--- src/rtl/fetch_unit.sv ---
// Instruction fetch stage: holds the PC, fetches words over a req/ack handshake into an
// instruction register, and presents decoded fields until the datapath consumes them.
module fetch_unit #(
  parameter int unsigned           ADDR_WIDTH = 32,
  parameter logic [ADDR_WIDTH-1:0] RESET_PC   = '0,
  parameter logic [31:0]           NOP_WORD   = 32'h0000_0013
) (
  input  logic                  clk,
  input  logic                  rst,
  output logic                  imem_req,
  output logic [ADDR_WIDTH-1:0] imem_addr,
  input  logic                  imem_ack,
  input  logic [31:0]           imem_rdata,
  output logic                  instr_valid,
  input  logic                  instr_ready,
  input  logic                  PCSrc,
  input  logic [31:0]           ImmExt,
  output logic [ADDR_WIDTH-1:0] pc,
  output logic [6:0]            op,
  output logic [2:0]            funct3,
  output logic                  funct7_5,
  output logic [4:0]            rd,
  output logic [4:0]            rs1,
  output logic [4:0]            rs2,
  output logic [31:0]           instr_count
);

  typedef enum logic [1:0] {StIdle, StFetch, StHold} state_e;

  state_e                state_q, state_d;
  logic [ADDR_WIDTH-1:0] pc_q, pc_d, pc_sum;
  logic [31:0]           ir_q, ir_d;
  logic [31:0]           count_q, count_d;

  // IR bits not exposed as decoded fields.
  logic unused_ir;
  assign unused_ir = ^{ir_q[31], ir_q[29:25]};

  always_ff @(posedge clk or posedge rst) begin
    if (rst) begin
      state_q <= StIdle;
      pc_q    <= RESET_PC;
      ir_q    <= NOP_WORD;
      count_q <= '0;
    end else begin
      state_q <= state_d;
      pc_q    <= pc_d;
      ir_q    <= ir_d;
      count_q <= count_d;
    end
  end

  always_comb begin
    state_d     = state_q;
    pc_d        = pc_q;
    ir_d        = ir_q;
    count_d     = count_q;
    imem_req    = 1'b0;
    instr_valid = 1'b0;
    pc_sum      = PCSrc ? pc_q + ImmExt[ADDR_WIDTH-1:0] : pc_q + ADDR_WIDTH'(4);

    unique case (state_q)
      StIdle: begin
        state_d = StFetch;
      end
      StFetch: begin
        imem_req = 1'b1;
        if (imem_ack) begin
          ir_d    = imem_rdata;
          state_d = StHold;
        end
      end
      StHold: begin
        instr_valid = 1'b1;
        if (instr_ready) begin
          // Misaligned targets are truncated to a word boundary, never trapped.
          pc_d    = {pc_sum[ADDR_WIDTH-1:2], 2'b00};
          count_d = count_q + 32'd1;
          state_d = StFetch;
        end
      end
      default: state_d = StIdle;
    endcase
  end

  assign imem_addr   = pc_q;
  assign pc          = pc_q;
  assign instr_count = count_q;
  assign op          = ir_q[6:0];
  assign rd          = ir_q[11:7];
  assign funct3      = ir_q[14:12];
  assign rs1         = ir_q[19:15];
  assign rs2         = ir_q[24:20];
  assign funct7_5    = ir_q[30];

endmodule

--- config.mk ---
export PLATFORM = sky130hd
export DESIGN_NAME = fetch_unit
export DESIGN_NICKNAME = d
export VERILOG_FILES = /design/src/rtl/fetch_unit.sv
export SDC_FILE = /design/constraint.sdc
export NUM_CORES = 1
export LEC_CHECK = 0
export ABC_AREA = 1
export BUFFER_PORTS_ARGS = -buffer_cell sky130_fd_sc_hd__buf_4
export CORE_MARGIN = 10
export CORE_UTILIZATION = 45
export CTS_BUF_LIST = sky130_fd_sc_hd__clkbuf_4 sky130_fd_sc_hd__clkbuf_8
export DETAILED_ROUTE_END_ITERATION = 10
export PLACE_DENSITY_LB_ADDON = 0.08
export SLEW_MARGIN = 20
export SYNTH_ARGS = -nofsm -noshare
export SYNTH_HDL_FRONTEND = slang
export SYNTH_SLANG_ARGS = --single-unit
export TNS_END_PERCENT = 30
--- constraint.sdc ---
create_clock -name clk -period 7.4 [get_ports clk]
set_clock_uncertainty 0.15 [all_clocks]
set_input_delay 1.48 -clock clk [delete_from_list [all_inputs] [get_ports clk]]
set_output_delay 1.48 -clock clk [all_outputs]
set_load 0.01 [all_outputs]
==> results_dict.tcl, run 1 <==
set metrics [dict create \
    ctsResizeCount 0 \
    grt_pass1_wl_mm 27.99 \
    fp-row-count 43 \
    postSynthCellCount 896 \
    diodes 0 \
    p_clk_share_pct 15.1 \
    grt.total_usage_pct 17.45 \
    wl_per_cell_um 14.07 \
    grt_pass1_vias 5549 \
    finalSetupTns_ns 0 \
    drtAntennaViolNets 0 \
    grt_antenna_before_repair 0 \
    die_w_um 139.1 \
    path_clk_slew_ns 0.10 \
    io_buffers 180 \
    combPwrFrac_pct 52.5 \
    finalNonFillerCells 1230 \
    power.switching_mw 1.043 \
    power.leakage_nw 4.659 \
    status "finished clean" \
    fill_cells 1389 \
    seq_power_share_pct 32.4 \
    cts_hold_buf 0 \
    routed_wl_mm 17.31 \
    netlist_area_um2 6387 \
    io_pins 193 \
    max_freq_mhz 296.7 \
    drtIter0Drc 298 \
    worst_pin_slew_ns 0.7173 \
    cts.htree.levels 3 \
    drcViolationCount 0 \
    slew-limit-headroom_pct 52.18 \
    p_per_area_nw_per_um2 313.3 \
    syn2layout_area_growth_pct 23.49 \
    vdd_drop_max_mv 0.1905 \
    crit_type "primary input to flip-flop" \
    worst-path-max-fanout 30 \
    netSwitchingFraction_pct 42.21 \
    startpoint_type "primary input" \
    gp_congestion 0.9665 \
    critical_path_arrival_ns 3.50 \
    ys_ff_latch 90 \
    cp.required_ns 7.53 \
    nNetsFinal 1145 \
    cts_tree "done" \
    internal-power_mw 1.428 \
    yosysUniqueCellTypes 36 \
    first_pass_iters 4 \
    grt_start_max_net_pins 57 \
    die_h_um 139.1 \
    grt-ovfl-total 0 \
    clk_latency_ns 0.39 \
    slew_violations 0 \
    end_kind "flip-flop" \
    dp_cells 1214 \
    cts_made_buffers 9 \
    min_period_ns 3.370 \
    cts_sinks 90 \
    syn_avg_cell_area_um2 7.129 \
    initial_core_util_pct 46.02 \
    cts_root_buffer "clkbuf_8" \
    hp-class "flip-flop to flip-flop" \
    cts_buffer_depth 2 \
    vias 5731 \
    seq_area_frac_synth_pct 35.32 \
    max_cap_violations 0 \
    die-area_um2 19360 \
    cts_setup_buffers 0 \
    rsz0062_at_grt "no" \
    hold_viol 0 \
    viasPerCell 4.659 \
    period_share_pct 45.54 \
    core_area_um2 13880 \
    yosysWarnings 0 \
    setup_viol 0 \
    drive_gt1_share_pct 23.90 \
    post-dp-hpwl_mm 13.74 \
]
cells by family (layout without fill, tap and decap cells):
logic type,after synthesis,in the layout,synth area share [%]
adders and majority gates,31,31,6.190
buffers and inverters,192,343,13.32
xor gates and xnor gates,41,41,5.622
AOI/OAI and AO/OA,44,44,3.683
DFF,90,90,35.32
muxes,26,26,4.584
and+or+nand+nor,471,471,31.22
other,1,4,0.05871
state kept, by name, indices dropped and copies added, names as in the netlist:
name	count
instr_count	32
ir_q	26
state_q	2
imem_addr	30
through the flow:
step / area, um^2 / utilization, % / hold slack [ns] / power, mW / setup WS (ns)
after detailed placement: 7681 / 55.34 / 0.3110 / 2.127 / 3.617
final: 7888 / 56.82 / 0.3239 / 2.471 / 4.030
after floorplan: 6399 / - / 0.3215 / 1.639 / 3.440
after CTS: 7888 / 56.82 / 0.3289 / 2.508 / 4.033
after global placement: 7681 / 55.34 / 0.3092 / 2.111 / 3.636
after global routing: 7888 / 56.82 / 0.3410 / 2.679 / 3.814
path summary, 6_finish.rpt:
path,start,endpoint,slack (ns),cells after the start
max,PCSrc,imem_addr[30]$_DFFE_PP0P_,4.03,15
min,instr_count[31]$_DFFE_PP0P_,instr_count[31]$_DFFE_PP0P_,0.32,1
max in group asynchronous,rst,imem_addr[7]$_DFFE_PP0P_,4.93,3
min in group asynchronous,rst,ir_q[16]$_DFFE_PP0P_,0.99,2
max reg2reg,state_q[1]$_DFFE_PP0P_,instr_count[10]$_DFFE_PP0P_,4.92,8
min reg2reg,instr_count[31]$_DFFE_PP0P_,instr_count[31]$_DFFE_PP0P_,0.32,1
power by group through the flow:
stage	combinational [mW]	sequential, mW	clock [mW]
finish	1.30	0.800	0.373
global placement	1.31	0.805	0
global route	1.45	0.831	0.403
CTS	1.32	0.803	0.385
detailed placement	1.32	0.811	0
floorplan	0.780	0.859	0
synth_stat cells:
cell type	instances	area share (%)
nand4_1	11	1.1
o21ai_1	1	0.078
nand2_1	313	18
buf_1	1	0.059
nor2_1	57	3.3
inv_1	144	8.5
nand2_2	8	0.78
dfrtp_1	87	34
and3_2	1	0.12
mux2_2	26	4.6
nor3_1	7	0.55
or2_2	1	0.098
nor2_2	5	0.49
nor2_4	3	0.53
ha_1	30	5.9
nand3_1	54	4.2
nor2_8	1	0.31
o31ai_1	1	0.12
clkbuf_1	9	0.53
nand3_2	1	0.16
or3_1	1	0.098
fa_1	1	0.31
a21o_1	1	0.12
inv_2	2	0.12
a21oi_1	23	1.8
o21ai_0	14	1.1
and3_1	1	0.098
nand3b_1	5	0.59
conb_1	1	0.059
o21bai_1	4	0.47
nand2_4	2	0.35
buf_4	34	4.0
xnor2_1	23	3.2
xor2_1	18	2.5
dfstp_2	3	1.2
buf_2	2	0.16
worst max-delay path, stage by stage:
cell and delay [ns]:
buf_4 0.22, nand2_1 0.11, ha_1 0.23, inv_1 0.07, fa_1 0.40, inv_1 0.10
nand3_1 0.07, nand3_1 0.16, nand3_1 0.09, nand3_1 0.18, nand2_1 0.13, nand2_1 0.08
nand2_1 0.04, nand3_1 0.06, nand2_1 0.06
layout by cell type (no fill, tap or decap), drive strengths merged, types with 2 or more instances in the layout:
master / instances
inv: 149
and3: 2
nand4: 11
nand3: 55
nand3b: 5
conb: 4
clkbuf: 9
xor2: 18
o21bai: 4
buf: 181
clkinv: 2
nand2: 323
nor2: 66
dfstp: 3
o21ai: 15
xnor2: 23
nor3: 7
a21oi: 23
dfrtp: 87
ha: 30
mux2: 26
final cells by class:
| class | count | area [um^2] | share of cell area, % |
|---|---|---|---|
| tap | 180 | 225.2 | 2.855 |
| multi-input combinational | 617 | 3292 | 41.74 |
| clock inverter | 7 | 82.58 | 1.047 |
| inverter | 146 | 549.3 | 6.964 |
| sequential | 90 | 2256 | 28.60 |
| clock buffer | 9 | 123.9 | 1.570 |
| timing repair buffer | 181 | 1359 | 17.23 |
routing by layer:
metal	share of wire [%]	vias to the layer above	wire [um]	GRT usage, %
li1	-	3018	-	-
met1	47	2559	8164	23.06
met2	45	142	7731	27.33
met3	7.2	12	1245	5.685
met4	0.95	0	164	3.295
met5	0	-	0	0
(Power assumes the default switching activity.)
==> inputs of run 2 (changes only) <==
Settings changed: ABC_AREA 1 to 0.
Clock period 7.4 ns to 3.1 ns, I/O delays scaled along.
==> run 2 against run 1 <==
Net effect: largest power group unchanged; setup slack lost 3.8 ns; largest cell class unchanged; non-clock buffer count grew 51; via count shrank 16%; sequential cell count is the same; global-route usage shrank 0.26 points; sequential share of layout area grew 1.8 points; clock power grew 150%; design area shrank 5.8%; hold slack lost 0.087 ns; critical path depth shrank 3; final cell count shrank 21%; critical endpoint is now imem_addr[27]$_DFFE_PP0P_.
==> results_dict.tcl, run 2 <==
set metrics [dict create \
    synthTopCellsByCount "dfrtp_1 (87), nand2_1 (74), o21ai_0 (43)" \
    crit_family "compound AO/OA/AOI/OAI gates" \
    startpoint_type "primary input" \
    status "finished clean" \
    setup_viol 0 \
    rsz0062_at_grt "no" \
    first_pass_iters 4 \
    power_mw 5.970 \
    hold_viol 0 \
    cts_hold_buf 0 \
    grt_pass1_vias 4941 \
    yosysWarnings 0 \
    post-dp-hpwl_mm 11.90 \
    postSynthCellCount 604 \
    final_cell_mix "buf_4 (231), dfrtp_1 (87), nand2_1 (73)" \
    grt_pass1_wl_mm 25.01 \
    yosys.area.top_type_share_pct 39.07 \
    synth.most_common_cell "dfrtp_1" \
    critical_path_arrival_ns 2.96 \
    path_cells "buf_4, and2_1, ha_1, a21oi_1, o21ai_0, a21oi_1, o31a_1, o41ai_4, buf_4, a21boi_2, xor2_1, o21ai_1" \
    max_freq_mhz 348.4 \
    slew_violations 0 \
    syn_avg_cell_area_um2 9.227 \
    grt_antenna_before_repair 0 \
    die-area_um2 17240 \
    netlist_area_um2 5573 \
    hp-class "primary input to asynchronous set/reset pin" \
    fill_cells 1087 \
    max_stage_delay_ns 0.43 \
    end_kind "flip-flop" \
    grt_start_max_net_pins 91 \
    worst_pin_slew_ns 0.6389 \
    io_pins 193 \
    drive_gt1_share_pct 35.59 \
    viasPerCell 5.011 \
    diodes 0 \
    worst-path-max-fanout 16 \
    fin_area_um2 7432 \
    syn2layout_area_growth_pct 33.36 \
    routed_wl_mm 15.19 \
    die_w_um 131.3 \
    critical_path_buf_inv_count 2 \
    nNetsFinal 893 \
    cp.required_ns 3.19 \
    drtIter0Drc 261 \
    crit_type "primary input to flip-flop" \
    fin_util_pct 61.62 \
    cts_sinks 90 \
    final_common_cell "buf_4" \
    largest_reg_flops 32 \
    io_buffers 180 \
    cts_made_buffers 9 \
    core_area_um2 12060 \
    period_share_pct 92.59 \
    max_cap_violations 0 \
    whs_ns 0.2370 \
    seq_area_frac_synth_pct 40.48 \
    ctsResizeCount 0 \
    async_flop_share_pct 100.0 \
    grt-ovfl-total 0 \
    die_h_um 131.3 \
    cts_buffer_depth 2 \
    synth_edf_count 0 \
    initial_core_util_pct 46.20 \
    cts_root_buffer "clkbuf_8" \
    ys_ff_latch 90 \
    place_area_um2 7208 \
    synth_top_area_cell "dfrtp_1" \
    p_per_area_nw_per_um2 803.3 \
    vdd_drop_max_mv 0.3817 \
    min_period_ns 2.870 \
    cts_setup_buffers 0 \
    gp_congestion 0.8517 \
    synth_area_leaders "dfrtp_1 (39%), ha_1 (6.7%), xnor2_1 (5.3%)" \
    slew-limit-headroom_pct 57.02 \
    cts.htree.levels 3 \
    path_clk_slew_ns 0.09 \
    cpMaxStageDelayCell "o41ai_4" \
    cts_tree "done" \
    drcViolationCount 0 \
    power.leakage_nw 3.727 \
    synth_ff_type "dfrtp_1" \
    fp-row-count 40 \
    vias 4841 \
    wl_per_cell_um 15.73 \
    clk_latency_ns 0.38 \
    grt.total_usage_pct 17.19 \
    drtAntennaViolNets 0 \
    yosysUniqueCellTypes 51 \
]
-- run 2: cell types whose count changed after synthesis, sizes merged, moves of 5 or more --
| cell | delta |
|---|---|
| o211ai | +5 |
| nand2 | -249 |
| nor2 | -41 |
| xnor2 | +11 |
| a21o | +7 |
| clkbuf | +12 |
| and2 | +31 |
| nor2b | +6 |
| inv | -128 |
| a21oi | +16 |
| nand3 | -29 |
| and3 | +7 |
| o21ai | +31 |
| a31oi | +5 |
-- run 2: path summary, 6_finish.rpt --
kind | from | end | slack [ns] | depth (start not counted)
min in group clk | instr_ready | state_q[1]$_DFFE_PP0P_ | 0.31 | 2
worst min register to register | instr_count[31]$_DFFE_PP0P_ | instr_count[31]$_DFFE_PP0P_ | 0.33 | 1
worst max register to register | imem_addr[8]$_DFFE_PP0P_ | imem_addr[27]$_DFFE_PP0P_ | 0.34 | 10
worst min-delay path | rst | instr_count[29]$_DFFE_PP0P_ | 0.24 | 3
worst max-delay path | PCSrc | imem_addr[27]$_DFFE_PP0P_ | 0.23 | 12
max in group asynchronous | rst | ir_q[4]$_DFFE_PP1P_ | 2.21 | 3
-- run 2: metal layers --
| metal | GRT usage (%) | routed length [um] | vias to the layer above |
|---|---|---|---|
| met2 | 30.23 | 7671 | 115 |
| met4 | 4.512 | 141 | 0 |
| met3 | 4.230 | 731 | 10 |
| met5 | 0 | 0 | - |
| li1 | - | - | 2419 |
| met1 | 20.39 | 6647 | 2297 |
-- run 2: layout make-up --
cell class / count / area [um^2] / share of cell area (%)
clock inverter: 7 / 100.1 / 1.347
clock buffer: 9 / 123.9 / 1.667
multi-input combinational: 442 / 2917 / 39.24
timing repair buffer: 232 / 1754 / 23.60
tap: 168 / 210.2 / 2.828
sequential: 90 / 2256 / 30.35
inverter: 18 / 71.32 / 0.9596
-- run 2: kinds of logic (layout without fill, tap and decap cells) --
group,Yosys count,after routing,synth area share [%]
AND/OR/NAND/NOR,200,200,17.31
flip-flops,90,90,40.48
buffers and inverters,75,266,7.431
multiplexers,26,26,5.254
adder cells (fa/ha/maj),31,31,7.095
other,1,4,0.06729
AO/OA/AOI/OAI,125,125,13.56
XOR/XNOR,56,56,8.801
-- run 2: power breakdown --
part           internal, mW  leakage (nW)  switching (mW)
Sequential             1.56          1.14           0.320
Combinational          1.64          2.47            1.52
Clock                 0.463         0.115           0.469
Total                  3.66          3.73            2.31
-- run 2: worst min-delay path: stages --
cell	delay [ns]
buf_4	0.12
clkinvlp_4	0.07
buf_12	0.39
-- run 2: through the flow --
step / worst slack, ns / TNS [ns] / cells
detailed placement: -0.1699 / -0.9282 / 950
global placement: -0.1404 / -0.7529 / 950
global route: 0.02567 / 0 / 966
CTS: 0.2376 / 0 / 966
finish: 0.2297 / 0 / 966
floorplan: 0.03330 / 0 / 607
==> inputs of run 3 (changes only) <==
Settings changed: CORE_UTILIZATION 45 to 47.
==> run 3 against run 2 <==
Net effect: routed wire length down 1.2%; highest routed layer unchanged; clock power shrank 8.5%; via count increased by 1.6%; non-clock buffer count rose by 6; sequential share of layout area about the same; hold slack got worse by 0.036 ns; register-to-register slack got worse by 0.05 ns; critical endpoint is now imem_addr[31]$_DFFE_PP0P_; global-route usage grew 0.44 points; fmax is 1.5% lower.
==> results_dict.tcl, run 3 (synthesized netlist as in run 2, its figures left out) <==
set metrics [dict create \
    status "finished clean" \
    vdd_drop_max_mv 0.3791 \
    routed_wl_mm 15.01 \
    max_cap_violations 0 \
    cts_sinks 90 \
    ff2ff_setup_slack_ns 0.29 \
    cts_tree "done" \
    hp-class "primary input to asynchronous set/reset pin" \
    grt_start_max_net_pins 46 \
    p_per_area_nw_per_um2 798.0 \
    crit_type "primary input to flip-flop" \
    min_period_ns 2.913 \
    grt.total_usage_pct 17.63 \
    hold_viol 0 \
    final_common_cell "buf_4" \
    grt_pass1_wl_mm 23.96 \
    syn2layout_area_growth_pct 33.32 \
    die-area_um2 16610 \
    grt_pass1_vias 4897 \
    cts_buffer_depth 2 \
    die_w_um 128.9 \
    endpoint "imem_addr[31]$_DFFE_PP0P_" \
    cts_made_buffers 9 \
    cts_hold_buf 0 \
    power.leakage_nw 3.741 \
    reg2reg_depth 9 \
    cts_setup_buffers 0 \
    viasPerCell 5.194 \
    gp_congestion 0.8844 \
    clk_latency_ns 0.37 \
    max_freq_mhz 343.3 \
    cp.required_ns 3.20 \
    initial_core_util_pct 48.39 \
    die_h_um 128.9 \
    wl_per_cell_um 15.85 \
    whs_ns 0.2006 \
    r2r-end "imem_addr[31]$_DFFE_PP0P_" \
    core_area_um2 11520 \
    fp-row-count 39 \
    setup_viol 0 \
    grt_antenna_before_repair 0 \
    drtAntennaViolNets 0 \
    startpoint "PCSrc" \
    vias 4919 \
    final_cell_mix "buf_4 (237), dfrtp_1 (87), nand2_1 (73)" \
    rsz0062_at_grt "no" \
    largest_reg_flops 32 \
    end_kind "flip-flop" \
    first_pass_iters 4 \
    r2r_start "imem_addr[6]$_DFFE_PP0P_" \
    cts.htree.levels 3 \
    drtIter0Drc 224 \
    path_clk_slew_ns 0.09 \
    io_pins 193 \
    period_share_pct 93.97 \
    worst-path-max-fanout 12 \
    slew-limit-headroom_pct 53.22 \
    ctsResizeCount 0 \
    drcViolationCount 0 \
    fin_util_pct 64.52 \
    startpoint_type "primary input" \
    worst_pin_slew_ns 0.7002 \
    post-dp-hpwl_mm 12.18 \
    critical_path_arrival_ns 3.01 \
    slew_violations 0 \
    io_buffers 180 \
    grt-ovfl-total 0 \
    nNetsFinal 899 \
    cts_root_buffer "clkbuf_8" \
    drive_gt1_share_pct 36.07 \
    diodes 0 \
]
-- run 3: final cells by class --
class | instances | area, um^2
clock inverters | 5 | 62.56
fillers | 1026 | 4086
repair buffers | 238 | 1799
clock buffers | 11 | 145.1
multi-input cells | 442 | 2917
well taps | 143 | 178.9
inverters | 18 | 71.32
flip-flops and latches | 90 | 2256
-- run 3: through the flow --
step	cell area, um^2	worst slack [ns]	std cells	setup TNS, ns	power, mW
after floorplan	5588	0.03330	607	0	3.735
after CTS	7430	0.1846	947	0	6.004
after detailed placement	7222	-0.2105	931	-1.068	5.129
after global routing	7430	0.05143	947	0	6.387
final	7430	0.1868	947	0	5.929
after global placement	7222	-0.1708	931	-0.8132	5.060
-- run 3: critical path: stages --
cell and delay (ns):
buf_4 0.16, and2_1 0.15, ha_1 0.31, a21oi_1 0.09, o21ai_0 0.26, a21oi_1 0.10, o31a_1 0.38, o41ai_4 0.50
nand3_1 0.19, o211ai_1 0.14, nand4b_1 0.11
-- run 3: report_power, final --
group          switching, mW  leakage, nW  internal (mW)
combinational           1.54         2.50           1.67
sequential             0.307         1.14           1.56
clock                  0.445       0.0996          0.408
total                   2.29         3.74           3.63
-- run 3: worst min-delay path by stage --
stage	start	to	slack, ns	depth (start not counted)
6_report	rst	ir_q[5]$_DFFE_PP0P_	0.20	2
4_1_cts	rst	ir_q[5]$_DFFE_PP0P_	0.21	2
2_1_floorplan	state_q[1]$_DFFE_PP0P_	state_q[0]$_DFFE_PP0P_	0.30	1
5_1_grt	rst	ir_q[5]$_DFFE_PP0P_	0.24	2
3_5_place_dp	instr_count[31]$_DFFE_PP0P_	instr_count[31]$_DFFE_PP0P_	0.33	1
3_3_place_gp	instr_count[31]$_DFFE_PP0P_	instr_count[31]$_DFFE_PP0P_	0.31	1
-- run 3: layer usage --
layer	part of all wire, %	routed length, um	GRT usage, %
met1	42	6374	20.64
met2	49	7285	29.95
met3	6.7	1004	4.353
met4	2.3	349	8.094
met5	0	0	0
